$ cat src/rtl/sd_spi_engine_if.sv
// Host/card-facing signal bundle of the SD SPI command engine.
// master: host register block plus card pins; slave: the engine.
interface sd_spi_engine_if;
    logic        en_clk;
    logic [7:0]  div_value;
    logic [6:0]  cmd;
    logic [31:0] idata;
    logic        en;
    logic        miso;
    logic        sclk;
    logic        mosi;
    logic [6:0]  resp_status;
    logic [31:0] resp_long_status;
    logic        valid_status;
    logic        rdy;

    modport master (
        output en_clk, div_value, cmd, idata, en, miso,
        input  sclk, mosi, resp_status, resp_long_status, valid_status, rdy
    );

    modport slave (
        input  en_clk, div_value, cmd, idata, en, miso,
        output sclk, mosi, resp_status, resp_long_status, valid_status, rdy
    );
endinterface

$ cat src/rtl/sd_spi_engine.sv
// SD-card SPI command engine: SCLK divider plus a command/response
// sequencer (48-bit command out, R1 in, optional 32-bit R3/R7 trailer).
module sd_spi_engine (
    input  logic            clk,
    input  logic            rst,
    sd_spi_engine_if.slave  bus
);

    typedef enum logic [2:0] {StIdle, StSend, StWait, StR1, StLong} state_e;

    state_e      state_q, state_d;

    logic [7:0]  div_cnt_q;
    logic        sclk_q;
    logic        sclk_prev_q;
    logic        sclk_rise;
    logic        sclk_fall;

    logic [47:0] tx_q;
    logic        mosi_q;
    logic [5:0]  bit_cnt_q;
    logic [5:0]  wait_cnt_q;
    logic [38:0] rx_q;
    logic [38:0] rx_next;
    logic [5:0]  cmd_idx_q;
    logic        armed_q;
    logic [6:0]  resp_status_q;
    logic [31:0] resp_long_q;
    logic        valid_q;
    logic        long_cmd;

    logic [39:0] frame_head;
    logic [47:0] frame;

    // FSM output strobes
    logic rdy;
    logic start;
    logic abort;
    logic shift_out;
    logic send_last;
    logic bit_step;
    logic wait_step;
    logic r1_start;
    logic timeout;
    logic r1_done;
    logic long_done;
    logic rx_step;

    // Bit 6 of cmd is reserved.
    logic unused_cmd_rsvd;
    assign unused_cmd_rsvd = bus.cmd[6];

    // CRC7, polynomial x^7 + x^3 + 1, initial value 0, MSB first.
    function automatic logic [6:0] crc7(input logic [39:0] data);
        logic [6:0] crc;
        logic       fb;
        crc = '0;
        for (int i = 39; i >= 0; i--) begin
            fb  = crc[6] ^ data[i];
            crc = {crc[5:0], 1'b0};
            if (fb) begin
                crc = crc ^ 7'h09;
            end
        end
        return crc;
    endfunction

    assign frame_head = {2'b01, bus.cmd[5:0], bus.idata};
    assign frame      = {frame_head, crc7(frame_head), 1'b1};

    assign long_cmd  = (cmd_idx_q == 6'd8) || (cmd_idx_q == 6'd58);
    assign rx_next   = {rx_q[37:0], bus.miso};
    assign sclk_rise = sclk_q & ~sclk_prev_q;
    assign sclk_fall = ~sclk_q & sclk_prev_q;

    // SCLK divider: toggle every div_value+1 clocks, parked low when disabled
    always_ff @(posedge clk) begin
        if (rst || !bus.en_clk) begin
            div_cnt_q <= '0;
            sclk_q    <= 1'b0;
        end else if (div_cnt_q == bus.div_value) begin
            div_cnt_q <= '0;
            sclk_q    <= ~sclk_q;
        end else begin
            div_cnt_q <= div_cnt_q + 8'd1;
        end
    end

    // Sequencer state register
    always_ff @(posedge clk) begin
        if (rst) begin
            state_q <= StIdle;
        end else begin
            state_q <= state_d;
        end
    end

    // Next-state logic driven by the decoded strobes
    always_comb begin
        state_d = state_q;
        if (start) begin
            state_d = StSend;
        end
        if (send_last) begin
            state_d = StWait;
        end
        if (r1_start) begin
            state_d = StR1;
        end
        if (r1_done) begin
            state_d = long_cmd ? StLong : StIdle;
        end
        if (timeout || long_done || abort) begin
            state_d = StIdle;
        end
    end

    // Output/strobe decode; abort masks every in-flight action
    always_comb begin
        rdy       = (state_q == StIdle);
        start     = rdy && bus.en && !sclk_q && armed_q;
        abort     = !rdy && !bus.en;
        shift_out = !abort && (state_q == StSend) && sclk_fall;
        send_last = !abort && (state_q == StSend) && sclk_rise && (bit_cnt_q == 6'd47);
        bit_step  = !abort && sclk_rise &&
                    ((state_q == StSend) || (state_q == StR1) || (state_q == StLong));
        r1_start  = !abort && (state_q == StWait) && sclk_rise && !bus.miso;
        wait_step = !abort && (state_q == StWait) && sclk_rise && bus.miso;
        timeout   = wait_step && (wait_cnt_q == 6'd63);
        rx_step   = !abort && sclk_rise && ((state_q == StR1) || (state_q == StLong));
        r1_done   = rx_step && (state_q == StR1) && (bit_cnt_q == 6'd6);
        long_done = rx_step && (state_q == StLong) && (bit_cnt_q == 6'd31);
    end

    // Frame shifter, response capture and host-visible status
    always_ff @(posedge clk) begin
        if (rst) begin
            sclk_prev_q   <= 1'b0;
            tx_q          <= '0;
            mosi_q        <= 1'b1;
            bit_cnt_q     <= '0;
            wait_cnt_q    <= '0;
            rx_q          <= '0;
            cmd_idx_q     <= '0;
            armed_q       <= 1'b0;
            resp_status_q <= 7'h7F;
            resp_long_q   <= '0;
            valid_q       <= 1'b0;
        end else begin
            sclk_prev_q <= sclk_q;
            valid_q     <= 1'b0;

            // One request level yields one transaction.
            if (start) begin
                armed_q <= 1'b0;
            end else if (!bus.en) begin
                armed_q <= 1'b1;
            end

            if (start) begin
                tx_q       <= frame;
                mosi_q     <= frame[47];
                bit_cnt_q  <= '0;
                wait_cnt_q <= '0;
                cmd_idx_q  <= bus.cmd[5:0];
            end
            if (abort) begin
                mosi_q <= 1'b1;
            end

            if (shift_out) begin
                tx_q   <= {tx_q[46:0], 1'b0};
                mosi_q <= tx_q[46];
            end
            if (bit_step) begin
                bit_cnt_q <= bit_cnt_q + 6'd1;
            end
            if (send_last) begin
                mosi_q <= 1'b1;
            end
            if (send_last || r1_done) begin
                bit_cnt_q <= '0;
            end
            if (wait_step) begin
                wait_cnt_q <= wait_cnt_q + 6'd1;
            end

            // The R1 start bit is always 0 and is not kept.
            if (r1_start) begin
                rx_q <= '0;
            end else if (rx_step) begin
                rx_q <= rx_next;
            end

            if (timeout) begin
                resp_status_q <= 7'h7F;
                valid_q       <= 1'b1;
            end
            if (r1_done && !long_cmd) begin
                resp_status_q <= rx_next[6:0];
                valid_q       <= 1'b1;
            end
            if (long_done) begin
                resp_status_q <= rx_next[38:32];
                resp_long_q   <= rx_next[31:0];
                valid_q       <= 1'b1;
            end
        end
    end

    assign bus.sclk             = sclk_q;
    assign bus.mosi             = mosi_q;
    assign bus.rdy              = rdy;
    assign bus.valid_status     = valid_q;
    assign bus.resp_status      = resp_status_q;
    assign bus.resp_long_status = resp_long_q;

endmodule

$ cat src/flat_wrapper.sv
// flat-port wrapper written by rule: the top's interface ports become plain ports
module sd_spi_engine_flat 
  (clk, rst, bus_en_clk, bus_div_value, bus_cmd, bus_idata, bus_en, bus_miso, bus_sclk, bus_mosi, bus_resp_status, bus_resp_long_status, bus_valid_status, bus_rdy);
  sd_spi_engine_if bus_i ();
  input  logic clk;
  input  logic rst;
  input wire logic [$bits(bus_i.en_clk)-1:0] bus_en_clk;
  input wire logic [$bits(bus_i.div_value)-1:0] bus_div_value;
  input wire logic [$bits(bus_i.cmd)-1:0] bus_cmd;
  input wire logic [$bits(bus_i.idata)-1:0] bus_idata;
  input wire logic [$bits(bus_i.en)-1:0] bus_en;
  input wire logic [$bits(bus_i.miso)-1:0] bus_miso;
  output wire logic [$bits(bus_i.sclk)-1:0] bus_sclk;
  output wire logic [$bits(bus_i.mosi)-1:0] bus_mosi;
  output wire logic [$bits(bus_i.resp_status)-1:0] bus_resp_status;
  output wire logic [$bits(bus_i.resp_long_status)-1:0] bus_resp_long_status;
  output wire logic [$bits(bus_i.valid_status)-1:0] bus_valid_status;
  output wire logic [$bits(bus_i.rdy)-1:0] bus_rdy;
  assign bus_i.en_clk = bus_en_clk;
  assign bus_i.div_value = bus_div_value;
  assign bus_i.cmd = bus_cmd;
  assign bus_i.idata = bus_idata;
  assign bus_i.en = bus_en;
  assign bus_i.miso = bus_miso;
  assign bus_sclk = bus_i.sclk;
  assign bus_mosi = bus_i.mosi;
  assign bus_resp_status = bus_i.resp_status;
  assign bus_resp_long_status = bus_i.resp_long_status;
  assign bus_valid_status = bus_i.valid_status;
  assign bus_rdy = bus_i.rdy;
  sd_spi_engine u_core (.clk(clk), .rst(rst), .bus(bus_i));
endmodule
$ cat config.mk
export PLATFORM = sky130hd
export DESIGN_NAME = sd_spi_engine_flat
export DESIGN_NICKNAME = d
export VERILOG_FILES = /design/src/rtl/sd_spi_engine_if.sv /design/src/rtl/sd_spi_engine.sv /design/src/flat_wrapper.sv
export SDC_FILE = /design/constraint.sdc
export NUM_CORES = 1
export LEC_CHECK = 0
export CAP_MARGIN = 20
export CELL_PAD_IN_SITES_DETAIL_PLACEMENT = 1
export CELL_PAD_IN_SITES_GLOBAL_PLACEMENT = 2
export CORE_MARGIN = 5
export CORE_UTILIZATION = 33
export DETAILED_ROUTE_END_ITERATION = 8
export PLACE_DENSITY = 0.79
export REMOVE_ABC_BUFFERS = 1
export SETUP_SLACK_MARGIN = 0.3
export SYNTH_ARGS = -nofsm -noshare
export SYNTH_HDL_FRONTEND = slang
export SYNTH_SLANG_ARGS = --single-unit
$ cat constraint.sdc
create_clock -name clk -period 3.3 [get_ports clk]
set_clock_uncertainty 0.05 [all_clocks]
set_input_delay 0.495 -clock clk [delete_from_list [all_inputs] [get_ports clk]]
set_output_delay 0.495 -clock clk [all_outputs]
set_load 0.05 [all_outputs]
==> Word level (Yosys, flattened, before mapping) <==
Cells that the tools add are included.
{ "word_totals": {"reg_bits": 158, "inputBits": 52, "output_inout_bits": 43, "word_cells": 214} }
{ "classes": {"addsub": 3, "n_eq_ne": 11, "mux": 57, "bitwise_logic": 78, "n_reduce_logical": 50} }
{ "op_table": {"columns": ["operator", "n"], "rows": [
  ["2-to-1 mux 4 bit", 38],
  ["2-to-1 mux 47 bit", 2],
  ["inverter 2 bit", 37],
  ["XOR 1 bit", 34],
  ["logical AND 1 bit", 21],
  ["2-to-1 mux 7 bit", 3],
  ["equality test 6 bit, second input constant", 3],
  ["2-to-1 mux 6 bit", 3],
  ["2-to-1 mux 3 bit", 5],
  ["OR reduction 2 bit", 7],
  ["adder 6 x 1 -> 6 bit, second input constant", 2],
  ["adder 8 x 1 -> 8 bit, second input constant", 1],
  ["equality test 8 bit", 1],
  ["logical OR 1 bit", 8],
  ["logical NOT 1 bit", 7],
  ["equality test 3 x 2 -> 1 bit, second input constant", 2],
  ["equality test 6 x 3 -> 1 bit, second input constant", 1],
  ["equality test 6 x 4 -> 1 bit, second input constant", 1],
  ["equality test 6 x 5 -> 1 bit, second input constant", 1],
  ["2-to-1 mux 1 bit", 6],
  ["nonzero test 2 bit", 3],
  ["nonzero test 3 bit", 2],
  ["nonzero test 4 bit", 1],
  ["equality test 3 x 1 -> 1 bit, second input constant", 1],
  ["5 further kinds", 9]
]} }

==> Depth between registers and ports, before layout <==
{ "logic_depth": {"word_depth": 77, "depth_mapped": 9, "depth_no_buf": 8} }

==> Least setup slack after synthesis <==
No wires, ideal clock.
{ "synth_path": {"kind": "input to register", "start": "in bus_cmd[0]", "end": "reg u_core.tx_q[5]", "setup_ns": 0.073, "t_arrival_ns": 2.712, "required_time_ns": 3.177, "setup_slack_ns": 0.465, "stages": 7, "n_path_buf": 0, "cell_sequence": "xnor3_4 -> xnor3_2 -> xnor2_2 -> xnor3_2 -> xor2_2 -> xor3_1 -> o22ai_2"} }
{ "synth_between": {"elab_chain_len": 32, "elab_cells_between_ends": 62, "cone_classes": "mux (34); bitwise (28)"} }
{ "synth_lines": {"columns": ["item", "line_no", "text"], "rows": [
  ["start: declaration", "flat_wrapper.sv:9", "input wire logic [$bits(bus_i.cmd)-1:0] bus_cmd;"],
  ["XOR 1 bit *", "sd_spi_engine.sv:59", "fb = crc[6] ^ data[i];"],
  ["2-to-1 mux 4 bit *", "sd_spi_engine.sv:61", "if (fb) begin"],
  ["2-to-1 mux 4 bit (2 in a row)", "sd_spi_engine.sv:61", null],
  ["inverter 2 bit (no line)", null, null],
  ["2-to-1 mux 4 bit", "sd_spi_engine.sv:61", null],
  ["XOR 1 bit", "sd_spi_engine.sv:59", null],
  ["2-to-1 mux 4 bit (3 in a row)", "sd_spi_engine.sv:61", null],
  ["inverter 2 bit (no line)", null, null],
  ["[... 11 more ...]", null, null],
  ["inverter 2 bit (no line)", null, null],
  ["2-to-1 mux 4 bit", "sd_spi_engine.sv:61", null],
  ["XOR 1 bit", "sd_spi_engine.sv:59", null],
  ["2-to-1 mux 4 bit (3 in a row)", "sd_spi_engine.sv:61", null],
  ["inverter 2 bit (no line)", null, null],
  ["2-to-1 mux 4 bit *", "sd_spi_engine.sv:61", null],
  ["2-to-1 mux 47 bit *", "sd_spi_engine.sv:160", "if (start) begin"],
  ["2-to-1 mux 47 bit *", "sd_spi_engine.sv:171", "if (shift_out) begin"],
  ["end signal: assignment", "sd_spi_engine.sv:161", "tx_q <= frame;"],
  ["end signal: assignment", "sd_spi_engine.sv:172", "tx_q <= {tx_q[46:0], 1'b0};"],
  ["end: declaration", "sd_spi_engine.sv:19", "logic [47:0] tx_q;"]
]} }
Mark *: on every way between the ends. The rest lies on a longest branch, timed or not. The select of a mux whose other input is x is not followed.
A chain may end at the register's enable or synchronous reset.

==> Worst setup path after layout <==
{ "layout_path": {"start": "in bus_cmd[2]", "end": "reg u_core.tx_q[7]"} }
Same word-level chain as after synthesis.

==> out/metrics.yaml <==
clock_tree:
  ctsHtreeMaxLevel: 4
  cts_inserted_buffers: 17
  clkLatencyLatePin_ps: 420
  post-cts-setup-buffers: 0
  tritoncts: "yes"
  cts_root_buf: "clkbuf_16"
  cts.sinks: 158
  clk_pin_slew_worst_paths_ps: 70
  clock_buffer_depth: 2
synthesis:
  synth_area_leaders: "dfxtp_1, nand2_1, a21oi_1"
  netlist_top_cells_count: "nand2_1, dfxtp_1, a21oi_1, nor2_1"
  synth_compound_area_share_pct: 17.20
  synth_top_family_by_area: "simple AND/OR/NAND/NOR gates"
  ys_seq_area_share_pct: 45.62
  cell_type_contributing_the_most_total_cell_area_after_synthesis: "dfxtp_1"
  synthesis.yosys.warnings: 0
  post_synth_and_or_nand_nor_area_fraction_pct: 19.13
  yosys_most_used_dff: "dfxtp_1"
  synth_cell_types: 49
  syn_area_per_cell_sq_um: 8.580
  synthCells: 808
  yosys.area_share.adder_pct: 0.7219
  synth_largest_type_area_fraction_pct: 45.62
  synthesis.area_sq_mm: 0.006933
  synth_mux_area_share_pct: 0
  synthMostInstantiatedCell: "nand2_1"
  synth_enable_flop_cells: 0
  post_synth_xor_area_fraction_pct: 14.00
  synthArstFlopShare_pct: 0
  register_bit_count_reported_by_yosys: 158
worst_setup_path:
  timing.critical_path.mode_cell: "xnor2_1"
  crit_path_max_incr_delay_ps: 510
  setup.worst_path.end_class: "flop"
  timing.critical_path.from_type: "input port"
  crit_path_max_fanout: 3
  chain_of_cells_forming_the_critical_path: "clkdlybuf4s50_1 > xnor2_1 > xnor2_1 > xnor2_1 > xnor3_1 > xnor2_1 > xnor2_1 > o22ai_1"
  cp_top_family: "XOR/XNOR gates"
  worstPathArrival_ps: 3150
  cp_data_required_time_ps: 3530
  timing.critical_path.buf_inv: 1
  critPathSlowestCell: "xnor2_1"
  setup.worst_path.class: "in2reg"
floorplan:
  effective_utilization_at_floorplan_pct: 33.30
  chipWidth_um: 154.9
  floorplan.die.height_um: 154.9
  fp.dieArea_sq_mm: 0.02401
  top_level_ports: 95
  placeableCoreArea_sq_mm: 0.02082
  core.rowCount: 53
timing:
  final_hold_viol_count: 0
  part_of_the_cycle_the_worst_path_needs_pct: 88.60
  setup_ws_ps: 376.2
  maxSlewHeadroom_pct: 56.17
  fin_crit_ps: 2924
  grt_setup_unrepaired: "true"
  final-max-slew-violation-count: 0
  timing.fmax_mhz: 342.0
  hold_ws_ps: 399.6
  timing_worst_slew_pin_value_ps: 657.5
  report.final.setup_viol: 0
finish:
  fin_nets: 956
  post_route_cells_drive_above_1_share_pct: 8.872
  postLayoutCoreUtil_pct: 42.65
  insertedDiodeCount: 0
  stdcell_count: 1188
  syn2layout_area_growth_pct: 28.08
place:
  place_hpwl_um: 12530
  place.port_buffers: 93
  place_congestion: 0.7786
  preCtsSetupSlack_ps: -119.3
  place.detailed.instances: 1156
outcome:
  run_status: "finished, final reports clean"
grt:
  grt_start_max_net_pins: 58
  grt_util_all_layers_pct: 15.25
  antenna_violations_before_repair: 0
  via_count_of_the_first_global_routing_pass: 5972
  overflow: 0
  global_route_wire_length_before_repair_um: 30160
detailed_routing:
  drt-vias-per-instance: 4.897
  routedWlPerCell_um: 15.08
  post-route-drc-count: 0
  drt_first_iter_violations: 250
  drt.antenna.violating_nets: 0
  route.final.wire_length_um: 17910
  dr.pass1.iters: 4
  detailroute.via_count: 5818
power_and_ir_drop:
  power_leakage_nw: 3.157
  total_power_mw: 5.224
  power-per-cell-area_mw_per_mm2: 588.3
  max-vdd-ir-drop_mv: 0.3533
run:
  max-cap-violations: 0
min_path:
  worstHoldPathType: "reg2reg"
==> final cells by class <==
class	count	area, sq um
inverters	3	11.26
clock buffers	17	425.4
well taps	275	344.1
flip-flops and latches	158	3163
repair buffers	123	1179
clock inverters	15	197.7
fillers	2451	11940
multi-input cells	597	3560
==> where the power goes <==
part / internal [mW] / leakage [nW] / switching (mW)
clock network: 1.16 / 0.303 / 0.884
registers: 1.96 / 1.28 / 0.0340
logic: 0.662 / 1.58 / 0.521
==> what timing repair did <==
item	CTS	global route
gates resized for setup	0	1
hold buffers	0	0
setup endpoints to repair	0	3
==> tightest hold or removal path: cells and delay by family, from the launching register on <==
family | cells | cell delay (ps)
AO/OA/AOI/OAI | 1 | 50
AND/OR/NAND/NOR | 1 | 50
flip-flops | 1 | 310
==> cell usage in the layout (no fill, tap or decap), types with 6 or more instances in the layout <==
master / n
a22oi_1: 37
nand3_1: 14
a311oi_1: 6
buf_4: 29
clkdlybuf4s50_1: 92
xor2_1: 17
nor2b_1: 7
xnor3_1: 10
o21ai_0: 6
a21oi_1: 123
o22ai_1: 10
o21bai_1: 7
dfxtp_1: 158
clkbuf_16: 17
nor2_1: 50
nand2_1: 201
xnor2_1: 41
==> routing by layer <==
metal	GRT usage, %	vias to the layer above	wire (um)	part of all wire (%)
li1	-	2943	-	-
met5	0	-	0	0
met1	19.67	2763	8392	47
met2	25.82	95	8624	48
met3	3.088	17	647	3.6
met4	4.542	0	246	1.4
==> sequential cells by signal, summed over array words and instances (netlist names) <==
name / count
u_core.armed_q: 1
u_core.bit_cnt_q: 6
u_core.bus.mosi: 1
u_core.bus.resp_long_status: 32
u_core.bus.resp_status: 7
u_core.bus.sclk: 1
u_core.bus.valid_status: 1
u_core.cmd_idx_q: 6
u_core.div_cnt_q: 8
u_core.rx_q: 38
u_core.sclk_prev_q: 1
u_core.state_q: 3
u_core.tx_q: 47
u_core.wait_cnt_q: 6
==> path summary, 6_finish.rpt <==
check,cells after the start,start,slack (ps),to
worst max-delay path,8,bus_cmd[2],380,u_core.tx_q[7]
worst min-delay path,2,u_core.bus.resp_long_status[4],400,u_core.bus.resp_long_status[4]
worst max register to register,7,u_core.bus.sclk,1060,u_core.wait_cnt_q[3]
worst min register to register,2,u_core.bus.resp_long_status[4],400,u_core.bus.resp_long_status[4]
==> cell families after synthesis <==
logic type	after synthesis
DFF	158
buffers and inverters	53
adders and majority gates	4
AOI/OAI and AO/OA	202
xor gates and xnor gates	79
and+or+nand+nor	312
==> stage by stage <==
stage / TNS (ps) / area (sq um)
after floorplan: -44700 / 6714
after global placement: -133.8 / 8249
after detailed placement: -230.6 / 8249
after CTS: 0 / 8872
after global routing: 0 / 8880
final: 0 / 8880
Power figures use the tool's default switching activity.
==> RTL edit, RTL diff (same flow settings) <==
Re-encode `state_e` (5 states) as Gray code, 3 bits wide.
--- a/src/rtl/sd_spi_engine.sv
+++ b/src/rtl/sd_spi_engine.sv
@@ -8,3 +8,3 @@
 
-    typedef enum logic [2:0] {StIdle, StSend, StWait, StR1, StLong} state_e;
+    typedef enum logic [2:0] {StIdle = 3'b000, StSend = 3'b001, StWait = 3'b011, StR1 = 3'b010, StLong = 3'b110} state_e;
 
Behaviour: no difference found for any inputs over 10 cycles, from zero or initial values and one cycle with rst high; not proved beyond that.
==> RTL edit against the unedited design <==
  * Sequential cell count unchanged
  * Sequential power about the same
  * Global-route usage increased by 0.23 points
  * Setup slack got worse by 0.0019 ns
  * Total power increased by 0.51%
  * Synthesized cell count unchanged
  * Synthesized area increased by 0.43%
  * Design area increased by 0.55%
  * Wire length increased by 2.0%
  * Maximum frequency about the same
  * Sequential share of layout area decreased by 0.19 points
  * Critical endpoint is now u_core.tx_q[6]
  * Highest routed layer unchanged
==> RTL edit: results <==
{
  "status": "finished clean",
  "vias": 5824,
  "clkLatencyLatePin_ns": 0.43,
  "power_uw": 5250,
  "grt_pass1_vias": 5881,
  "ys_types": 42,
  "grt_pass1_wl_um": 30300,
  "drive_gt1_share_pct": 8.66,
  "cp.arrival_ns": 3.18,
  "filler_cell_count": 2492,
  "synth_warnings": 0,
  "largest_register_ffs": 47,
  "fin_nets": 955,
  "crit_path_end": "u_core.tx_q[6]",
  "drt_iter0_markers": 233,
  "pre_cts_ws_ns": -0.0986,
  "gp_congestion": 0.792,
  "postPlaceCellArea_sq_um": 8300,
  "rrSetupSlack_ns": 0.97,
  "first_pass_iters": 4,
  "synthTopCellsByArea": "dfxtp_1 (45%), nand2_1 (11%), a21oi_1 (8.9%)",
  "cts_buffers": 17,
  "wl_per_cell_um": 15.4,
  "clkPwrFrac_pct": 39.1,
  "track_usage_pct": 15.5,
  "reg2regPathDepth": 6,
  "met1_length_um": 8860,
  "post_cts_resized": 0,
  "finish.utilization_pct": 42.7,
  "grt_max_degree": 42,
  "ys_seq_area_share_pct": 45.4,
  "p_seq_uw": 2000,
  "leakagePower_uw": 0.00321,
  "worstHoldStart": "u_core.bus.resp_long_status[25]",
  "tightest_slew_ns": 0.768,
  "dpl.hpwl_um": 12500,
  "whs_ns": 0.403,
  "dr_wl_met2_um": 8470,
  "startpoint": "bus_cmd[4]",
  "rr_startpoint": "u_core.bus.sclk",
  "regToRegEndpoint": "u_core.bus.resp_status[2]",
  "ir_worst_vdd_v": 0.000404,
  "slowest_stage": "clkdlybuf4s50_1",
  "yosys-top-cells-count": "nand2_1 (205), dfxtp_1 (158), a21oi_1 (124)",
  "wl_met3_um": 781,
  "wl_um": 18300,
  "avgSynthCellArea_sq_um": 8.62,
  "ys_async_sr_fraction_pct": 0,
  "p_sw_share_pct": 25.0,
  "slowest_delay_ns": 0.46,
  "min_to": "u_core.bus.resp_long_status[25]",
  "fin_crit_sh_pct": 88.7,
  "highest_layer": "met4"
}
-- RTL edit: cell count changes in the layout (fill, tap and decap cells not counted), moves of 3 or more --
cell,delta
a222oi_1,-3
a22oi_1,+3
buf_4,+4
inv_6,-3
inv_8,-4
nand2_1,+4
nor3_1,+3
xnor3_1,+8
xor2_1,-6
xor3_1,+3
-- RTL edit: layout make-up --
class	count	area share (%)
clock buffers	20	5.11
inverters	3	0.126
multi-input cells	593	40.4
flip-flops and latches	158	35.4
well taps	275	3.85
clock inverters	12	1.78
repair buffers	126	13.3
-- RTL edit: routing by layer --
layer	vias up	track usage (%)
met5	-	0
met4	0	4.00
li1	2941	-
met3	11	3.62
met2	96	24.9
met1	2776	21.1
-- RTL edit: cells by family (layout without fill, tap and decap cells) --
logic type	count (synthesis)	after routing	synth area share, %
DFF	158	158	45.4
xor gates and xnor gates	79	79	15.3
adders and majority gates	4	4	0.719
buffers and inverters	57	161	3.09
and+or+nand+nor	309	309	18.5
muxes	1	1	0.162
AOI/OAI and AO/OA	200	200	16.9
